## config.mk

```make
export PLATFORM = sky130hd
export DESIGN_NAME = feedback_rx
export DESIGN_NICKNAME = d
export VERILOG_FILES = /design/src/rtl/feedback_rx_pkg.sv /design/src/rtl/feedback_rx_addr_gen.sv /design/src/rtl/feedback_rx.sv
export SDC_FILE = /design/constraint.sdc
export NUM_CORES = 1
export LEC_CHECK = 0
export ABC_CLOCK_PERIOD_IN_PS = 2100
export BUFFER_PORTS_ARGS = -buffer_cell sky130_fd_sc_hd__buf_2
export CAP_MARGIN = 20
export CORE_MARGIN = 3
export CORE_UTILIZATION = 35
export DETAILED_ROUTE_END_ITERATION = 12
export PLACE_DENSITY = 0.55
export SETUP_SLACK_MARGIN = 0.1
export SYNTH_ARGS = -nofsm -noshare
export SYNTH_HDL_FRONTEND = slang
export SYNTH_SLANG_ARGS = --single-unit
```

## constraint.sdc

```tcl
create_clock -name clock -period 2.1 [get_ports clock]
set_clock_uncertainty 0.15 [all_clocks]
set_input_delay 0.21 -clock clock [delete_from_list [all_inputs] [get_ports clock]]
set_output_delay 0.21 -clock clock [all_outputs]
set_load 0.03 [all_outputs]
```

## src/rtl/feedback_rx_pkg.sv

```systemverilog
// Shared definitions for the feedback packet path: FSM encodings, packet word
// indices and the node-memory table bases used by both receiver and transmitter.
package feedback_rx_pkg;

    localparam int unsigned WORD_WIDTH = 16;
    localparam int unsigned PKT_WORDS  = 5;
    localparam int unsigned IDX_WIDTH  = 3;

    localparam logic [IDX_WIDTH-1:0] W_SRC  = IDX_WIDTH'(0);
    localparam logic [IDX_WIDTH-1:0] W_BATT = IDX_WIDTH'(1);
    localparam logic [IDX_WIDTH-1:0] W_VAL  = IDX_WIDTH'(2);
    localparam logic [IDX_WIDTH-1:0] W_CLU  = IDX_WIDTH'(3);
    localparam logic [IDX_WIDTH-1:0] W_DST  = IDX_WIDTH'(4);

    localparam logic [WORD_WIDTH-1:0] BATT_BASE = 16'h0148;
    localparam logic [WORD_WIDTH-1:0] QVAL_BASE = 16'h01C8;
    localparam logic [WORD_WIDTH-1:0] BCAST_ID  = 16'hFFFF;

    typedef enum logic [3:0] {
        IDLE    = 4'd0,
        S_SRC   = 4'd1,
        S_BATT  = 4'd2,
        S_VAL   = 4'd3,
        S_CLU   = 4'd4,
        S_DST   = 4'd5,
        CHECK   = 4'd6,
        WR_BATT = 4'd7,
        WR_VAL  = 4'd8,
        FIN     = 4'd9
    } fb_state_t;

endpackage

```

## src/rtl/feedback_rx_addr_gen.sv

```systemverilog
// Table address generator: base + id*2, wrapping modulo 2^W.
module fb_addr_gen #(
    parameter int unsigned W = 16
) (
    input  logic [W-1:0] base,
    input  logic [W-1:0] id,
    output logic [W-1:0] addr_c
);

    assign addr_c = base + (id << 1);

endmodule

```

## src/rtl/feedback_rx.sv

```systemverilog
// Feedback packet receiver: captures the 5-word packet, filters on destination
// and writes battery/value tables. Define CLUSTER_FILTER_EN to also require a cluster match.
module feedback_rx
    import feedback_rx_pkg::*;
(
    input  logic                  clock,
    input  logic                  nreset,
    input  logic [WORD_WIDTH-1:0] MY_NODE_ID,
    input  logic [WORD_WIDTH-1:0] MY_CLUSTER_ID,
    input  logic                  in_valid,
    input  logic [WORD_WIDTH-1:0] in_data,
    output logic                  in_ready,
    output logic                  wr_en,
    output logic [WORD_WIDTH-1:0] address,
    output logic [WORD_WIDTH-1:0] data_out,
    output logic                  done,
    output logic                  drop
);

`ifdef CLUSTER_FILTER_EN
    localparam logic CLUSTER_FILTER = 1'b1;
`else
    localparam logic CLUSTER_FILTER = 1'b0;
`endif

    fb_state_t             state;
    logic [WORD_WIDTH-1:0] words [PKT_WORDS];
    logic                  drop_pend;

    logic [WORD_WIDTH-1:0] batt_addr_c;
    logic [WORD_WIDTH-1:0] qval_addr_c;
    logic                  accept_c;
    logic                  dst_hit_c;
    logic                  bcast_c;
    logic                  clu_hit_c;
    logic                  match_c;

    assign accept_c  = in_valid & in_ready;
    assign dst_hit_c = (words[W_DST] == MY_NODE_ID);
    assign bcast_c   = (words[W_DST] == BCAST_ID);
    assign clu_hit_c = (words[W_CLU] == MY_CLUSTER_ID);
    // Broadcast always crosses clusters; a unicast hit needs the cluster only when filtering.
    assign match_c   = bcast_c | (dst_hit_c & (~CLUSTER_FILTER | clu_hit_c));

    fb_addr_gen #(.W(WORD_WIDTH)) u_batt_addr (
        .base   (BATT_BASE),
        .id     (words[W_SRC]),
        .addr_c (batt_addr_c)
    );

    fb_addr_gen #(.W(WORD_WIDTH)) u_qval_addr (
        .base   (QVAL_BASE),
        .id     (words[W_SRC]),
        .addr_c (qval_addr_c)
    );

    // Outputs are registered from the current state, so they trail it by one cycle.
    always_ff @(posedge clock or negedge nreset) begin
        if (!nreset) begin
            state     <= IDLE;
            words     <= '{default: '0};
            drop_pend <= 1'b0;
            in_ready  <= 1'b0;
            wr_en     <= 1'b0;
            address   <= '0;
            data_out  <= '0;
            done      <= 1'b0;
            drop      <= 1'b0;
        end else begin
            in_ready <= 1'b0;
            wr_en    <= 1'b0;
            done     <= 1'b0;
            drop     <= 1'b0;
            case (state)
                IDLE: state <= S_SRC;
                S_SRC: begin
                    in_ready <= 1'b1;
                    if (accept_c) begin
                        words[W_SRC] <= in_data;
                        state        <= S_BATT;
                    end
                end
                S_BATT: begin
                    in_ready <= 1'b1;
                    if (accept_c) begin
                        words[W_BATT] <= in_data;
                        state         <= S_VAL;
                    end
                end
                S_VAL: begin
                    in_ready <= 1'b1;
                    if (accept_c) begin
                        words[W_VAL] <= in_data;
                        state        <= S_CLU;
                    end
                end
                S_CLU: begin
                    in_ready <= 1'b1;
                    if (accept_c) begin
                        words[W_CLU] <= in_data;
                        state        <= S_DST;
                    end
                end
                // Drop ready on the final word so no stray word is taken in CHECK.
                S_DST: begin
                    in_ready <= ~accept_c;
                    if (accept_c) begin
                        words[W_DST] <= in_data;
                        state        <= CHECK;
                    end
                end
                CHECK: begin
                    drop_pend <= ~match_c;
                    state     <= match_c ? WR_BATT : FIN;
                end
                WR_BATT: begin
                    wr_en    <= 1'b1;
                    address  <= batt_addr_c;
                    data_out <= words[W_BATT];
                    state    <= WR_VAL;
                end
                WR_VAL: begin
                    wr_en    <= 1'b1;
                    address  <= qval_addr_c;
                    data_out <= words[W_VAL];
                    state    <= FIN;
                end
                FIN: begin
                    done  <= 1'b1;
                    drop  <= drop_pend;
                    state <= S_SRC;
                end
                default: state <= IDLE;
            endcase
        end
    end

endmodule

```

==> results of run 1 <==
## layer usage
| metal | up-vias | global-route usage, % | wire (um) |
|---|---|---|---|
| li1 | 1456 | - | - |
| met1 | 1488 | 20.3 | 4840 |
| met2 | 49 | 23.5 | 4860 |
| met3 | 14 | 3.44 | 340 |
| met4 | 0 | 6.01 | 208 |
| met5 | - | 0 | 0 |
## final cells by class
class | instances | area (um2)
Sequential cell | 103 | 2580
Tap cell | 172 | 215
Inverter | 3 | 11.3
Timing Repair Buffer | 91 | 542
Multi-Input combinational cell | 242 | 1930
Fill cell | 1234 | 7090
Clock buffer | 12 | 256
Clock inverter | 4 | 53.8
## synth_stat cells (2+ instances only)
master,number,share of area [%]
nor2b_1,3,0.41
clkbuf_1,2,0.16
mux2i_1,16,3.5
xnor2_1,7,1.3
o21ai_0,27,3.0
or3_1,4,0.55
a31oi_1,4,0.55
a21oi_1,8,0.88
nand3_1,3,0.33
dfrtp_1,103,57
inv_1,2,0.16
ha_1,2,0.55
nor2_1,10,0.82
nor4_1,5,0.69
buf_2,7,0.77
xor2_1,17,3.3
buf_4,7,1.2
mux2_1,10,2.5
nand2_2,2,0.27
a211oi_1,3,0.49
nand2_1,37,3.0
a2bb2oi_1,2,0.38
nand4_1,7,0.96
mux2_2,53,13
nand2b_1,4,0.55
## power by group through the flow
stage,logic [mW],clock network (mW),registers [mW]
2_1_floorplan,1.81,0,3.93
3_3_place_gp,3.05,0,3.52
3_5_place_dp,3.11,0,3.56
4_1_cts,3.13,1.79,3.52
5_1_grt,3.42,1.86,3.65
6_report,3.11,1.73,3.52
## cell families after synthesis
kind of cell,synth area share (%)
buf+inv,2.58
other cells,0.0823
simple gates,9.64
compound gates,6.87
xor+xnor,4.61
mux,19.1
fa+ha+maj,0.549
flops,56.6
## sequential cells by signal, indices dropped and copies added (netlist names), 4 cells and up
register	count
state	4
words	63
data_out	16
address	15
## through the flow
step	util, %	power (mW)	hold slack (ps)	area [um2]	std cells
2_1_floorplan	-	5.74	-236	4600	365
3_3_place_gp	41.1	6.56	66.7	5200	605
3_5_place_dp	41.1	6.67	76.7	5200	605
4_1_cts	43.9	8.44	0.0345	5560	626
5_1_grt	44.1	8.93	5.48	5580	627
6_report	44.1	8.36	9.84	5580	627
## critical path: cells and delay by family (launching register included)
family / cells / cell delay, ps
AO/OA/AOI/OAI: 3 / 470
flip-flops: 1 / 400
AND/OR/NAND/NOR: 1 / 380
adder cells (fa/ha/maj): 1 / 290
XOR/XNOR: 1 / 190
## final timing paths
check | from | depth (start not counted) | slack (ps) | end
min in group asynchronous | nreset | 2 | 230 | data_out[0]
min reg2reg | address[1] | 2 | 310 | address[1]
max | state[1] | 6 | 110 | address[14]
max in group asynchronous | nreset | 3 | 880 | words[6]
min | in_data[14] | 2 | 10 | words[46]
max reg2reg | state[1] | 6 | 110 | address[14]
## repair_timing
action	in CTS	in global routing
resized for setup	0	4
hold buffers	5	0
setup endpoints to repair	5	28
pin swaps	2	2
endpoints found under the hold margin	47	0
buffers inserted	0	1
==> flow_summary.toml, run 1 <==
[outcome]
status = "finished clean"

[sta]
slew_violations = 0
fin_setup_tns_ps = 0
slew_headroom_pct = 64.3
finalWorstSetupSlack_ps = 111
hold_viol_final = 0
rsz0062_at_grt = "true"
finalSetupViolations = 0
fin_crit_sh_pct = 94.7
period_needed_ps = 1990
max_freq_mhz = 503
tightest_slew_ps = 530

[synthesis]
yosys_warnings = 0
synthCells = 365
synth_cell_types = 45
synth-seq-area-share_pct = 56.6
synth.avg_cell_area_um2 = 12.5
synth_enable_flop_cells = 0
ys.flop_type = "dfrtp_1"
syn_nets = 418
synth_area_um2 = 4560
synth-seq-cells = 103
synthArstFlopShare_pct = 100

[floorplanning]
core_area_um2 = 12700
rows = 41
initial_core_util_pct = 36.0
fp.dieArea_um2 = 14400
ios = 87
fp.dieW_um = 120
dieHeight_um = 120

[layout]
final_common_cell = "dfrtp_1"
diodes = 0
area_growth_pct = 22.5
drive_gt1_share_pct = 36.9
nets = 503
layout_common_cells = "dfrtp_1, buf_2, mux2_2"

[clock_network]
cts_sinks = 103
cts_buffers = 9
clk-insertion-delay-late_ps = 350
clk_pin_slew_ps = 70
cts-htree-levels = 3
cts_buffer_depth = 2
clock-root-buffer = "clkbuf_16"
cts_tree = "built"

[route]
dr.pass1.iters = 4
viasPerCell = 4.80
drcViolationCount = 0
wl_um = 10200
vias = 3007
drt_iter0_drc = 159
routedWlPerCell_um = 16.3
ant_nets = 0

[worst_setup_path]
critPathArrivalTime_ps = 2070
cpPeakStageDelay_ps = 400
end_kind = "register"
criticalPathCategory = "reg2reg"
crit_required_ps = 2180
start_kind = "register"
crit_chain = "nor4b_4 -> ha_4 -> a211oi_4 -> a211oi_2 -> xnor2_1 -> o21ai_1"
worst-path-max-fanout = 5
crit_slowest_cell = "dfrtp_1"

[global_routing]
grt_use_total_pct = 15.0
grt_first_pass_wirelength_um = 16500
grt_max_degree = 38
antenna_found_initial = 0
grt_pass1_vias = 2987
grt_overflow = 0

[worst_hold_path]
hold_path.class = "in2reg"

[placement]
gp_congestion = 0.766
numPortBuffers = 69
post-dp-hpwl_um = 7350
post-place-ws_ps = 69.4

[pwr]
vdd_drop_max_uv = 512
switchingPower_mw = 3.08
intPower_mw = 5.28
switching_share_pct = 36.8
power_frac_seq_pct = 42.1
p_leak_nw = 2.50
powerDensity_nw_per_um2 = 1500
p_clk_share_pct = 20.7
p_comb_share_pct = 37.2

[job]
cap_violations = 0
No activity file was read; power rests on OpenSTA's default activity.
==> run 2: changes to the inputs <==
--- a/config.mk
+++ b/config.mk
@@ -11,8 +11,9 @@
 export CORE_MARGIN = 3
 export CORE_UTILIZATION = 35
 export DETAILED_ROUTE_END_ITERATION = 12
-export PLACE_DENSITY = 0.55
+export PLACE_DENSITY = 0.53
 export SETUP_SLACK_MARGIN = 0.1
 export SYNTH_ARGS = -nofsm -noshare
 export SYNTH_HDL_FRONTEND = slang
+export SYNTH_HIERARCHICAL = 1
 export SYNTH_SLANG_ARGS = --single-unit
==> run 2 against run 1 <==
  * Largest power group is now combinational cells
  * Synthesized area is 29% higher
  * Count of clock-buffer cells in the layout shrank 2
  * Non-clock buffer count is 41 higher
  * Sequential share of layout area fell by 13 points
  * The run now ends with setup timing left
  * Routed wire length up 36%
  * Utilization up 4.2 points
==> flow_summary.toml, run 2 <==
[floorplanning]
ios = 87
fp.dieW_um = 136
fp.dieArea_um2 = 18400
rows = 46
initial_core_util_pct = 36.3
core_area_um2 = 16200
dieHeight_um = 136

[job]
cap_violations = 0

[worst_setup_path]
cp_top_family = "compound AO/OA/AOI/OAI gates"
crit_required_ps = 2230
rrSetupSlack_ps = -50
end_kind = "register"
crit_chain = "ha_4 -> a21o_1 -> a21oi_2 -> a21boi_2 -> or4b_4 -> nand3_2 -> mux2i_1 -> a21oi_1"
cpPeakStageDelay_ps = 520
critPathArrivalTime_ps = 2280
criticalPathCategory = "reg2reg"
worst-path-max-fanout = 4
crit_slowest_cell = "or4b_4"
start_kind = "register"
crit_buf_inv = 0

[sta]
slew_violations = 0
rsz0062_at_grt = "true"
tightest_slew_ps = 527
slew_headroom_pct = 64.6
finalSetupViolations = 4
hold_viol_final = 0
period_needed_ps = 2150
fin_crit_sh_pct = 103
finalWorstSetupSlack_ps = -54.3
max_freq_mhz = 464
whs_ps = 27.2

[layout]
final_common_cell = "dfrtp_1"
reg.largest.list = "words (63), address (16), data_out (16)"
largest_reg_flops = 63
diodes = 0
drive_gt1_share_pct = 39.8
regMostFlops = "words"
layout_common_cells = "dfrtp_1, buf_2, mux2_2"
nets = 760
nFillCells = 1491
area_growth_pct = 32.8

[route]
viasPerCell = 4.90
drt_iter0_drc = 174
routedWlPerCell_um = 15.5
ant_nets = 0
dr.pass1.iters = 4
wl_um = 13900
drcViolationCount = 0
vias = 4414

[pwr]
vdd_drop_max_uv = 749
powerDensity_nw_per_um2 = 1530
p_leak_nw = 3.47
power_mw = 12.0

[clock_network]
cts_buffers = 9
cts_buffer_depth = 2
clk-insertion-delay-late_ps = 340
cts_tree = "built"
cts-htree-levels = 3
clk_pin_slew_ps = 80
clock-root-buffer = "clkbuf_16"
cts_sinks = 104

[placement]
post-dp-hpwl_um = 10200
gp_congestion = 0.870
post-place-ws_ps = -121
numPortBuffers = 70

[synthesis]
yosys_warnings = 6
synthCells = 524
synth.avg_cell_area_um2 = 11.2
synth_area_um2 = 5880

[global_routing]
grt_first_pass_wirelength_um = 23000
grt_pass1_vias = 4425
grt_max_degree = 36
antenna_found_initial = 0
grt_overflow = 0
grt_use_total_pct = 15.6

[worst_hold_path]
hold_path.class = "in2reg"

[outcome]
violations = "setup timing"
status = "finished with violations"
==> run 2: area by class of cell <==
| type | instances | area (um2) | share of cell area, % |
|---|---|---|---|
| clock inverter | 6 | 86.3 | 1.11 |
| inverter | 5 | 18.8 | 0.240 |
| multi-input combinational | 427 | 3660 | 46.8 |
| clock buffer | 10 | 229 | 2.93 |
| timing repair buffer | 132 | 933 | 12.0 |
| sequential | 104 | 2610 | 33.5 |
| tap | 216 | 270 | 3.46 |
==> run 2: worst paths after layout <==
check | from | end | cells after the start
hold reg to reg | drop_pend | drop_pend | 2
setup reg to reg | words[67] | address[8] | 8
min in group asynchronous | nreset | address[5] | 2
hold / removal | in_data[10] | words[58] | 2
max in group asynchronous | nreset | words[71] | 3
setup / recovery | words[67] | address[8] | 8
==> run 2: through the flow <==
step                      utilization [%]  instance area, um2  setup TNS (ps)  instances
after floorplan                         -                6070               0        556
after global placement               43.2                6990            -274        865
after detailed placement             43.2                6990            -566        865
after CTS                            47.0                7600            -186        893
after global routing                 48.3                7810            -699        900
final                                48.3                7810            -123        900
==> run 2: repair_timing <==
item,CTS,global route
pin swaps,20,29
gates resized for setup,33,27
setup endpoints to repair,10,17
setup buffers,4,7
endpoints found under the hold margin,125,0
hold buffers,8,0
==> run 2: layer usage <==
layer  global-route usage [%]  up-vias  wire [um]
li1                         -     2170          -
met1                     22.0     2167       6570
met2                     25.3       69       6840
met3                     3.16        8        448
met4                     2.80        0         80
met5                        0        -          0
==> run 2: power breakdown <==
| group | switching, mW | internal, mW | total [mW] | leakage [nW] |
|---|---|---|---|---|
| combinational | 3.27 | 3.27 | 6.54 | 2.07 |
| sequential | 0.734 | 2.91 | 3.65 | 1.24 |
| clock | 0.824 | 0.960 | 1.78 | 0.154 |
| total | 4.83 | 7.15 | 12.0 | 3.47 |
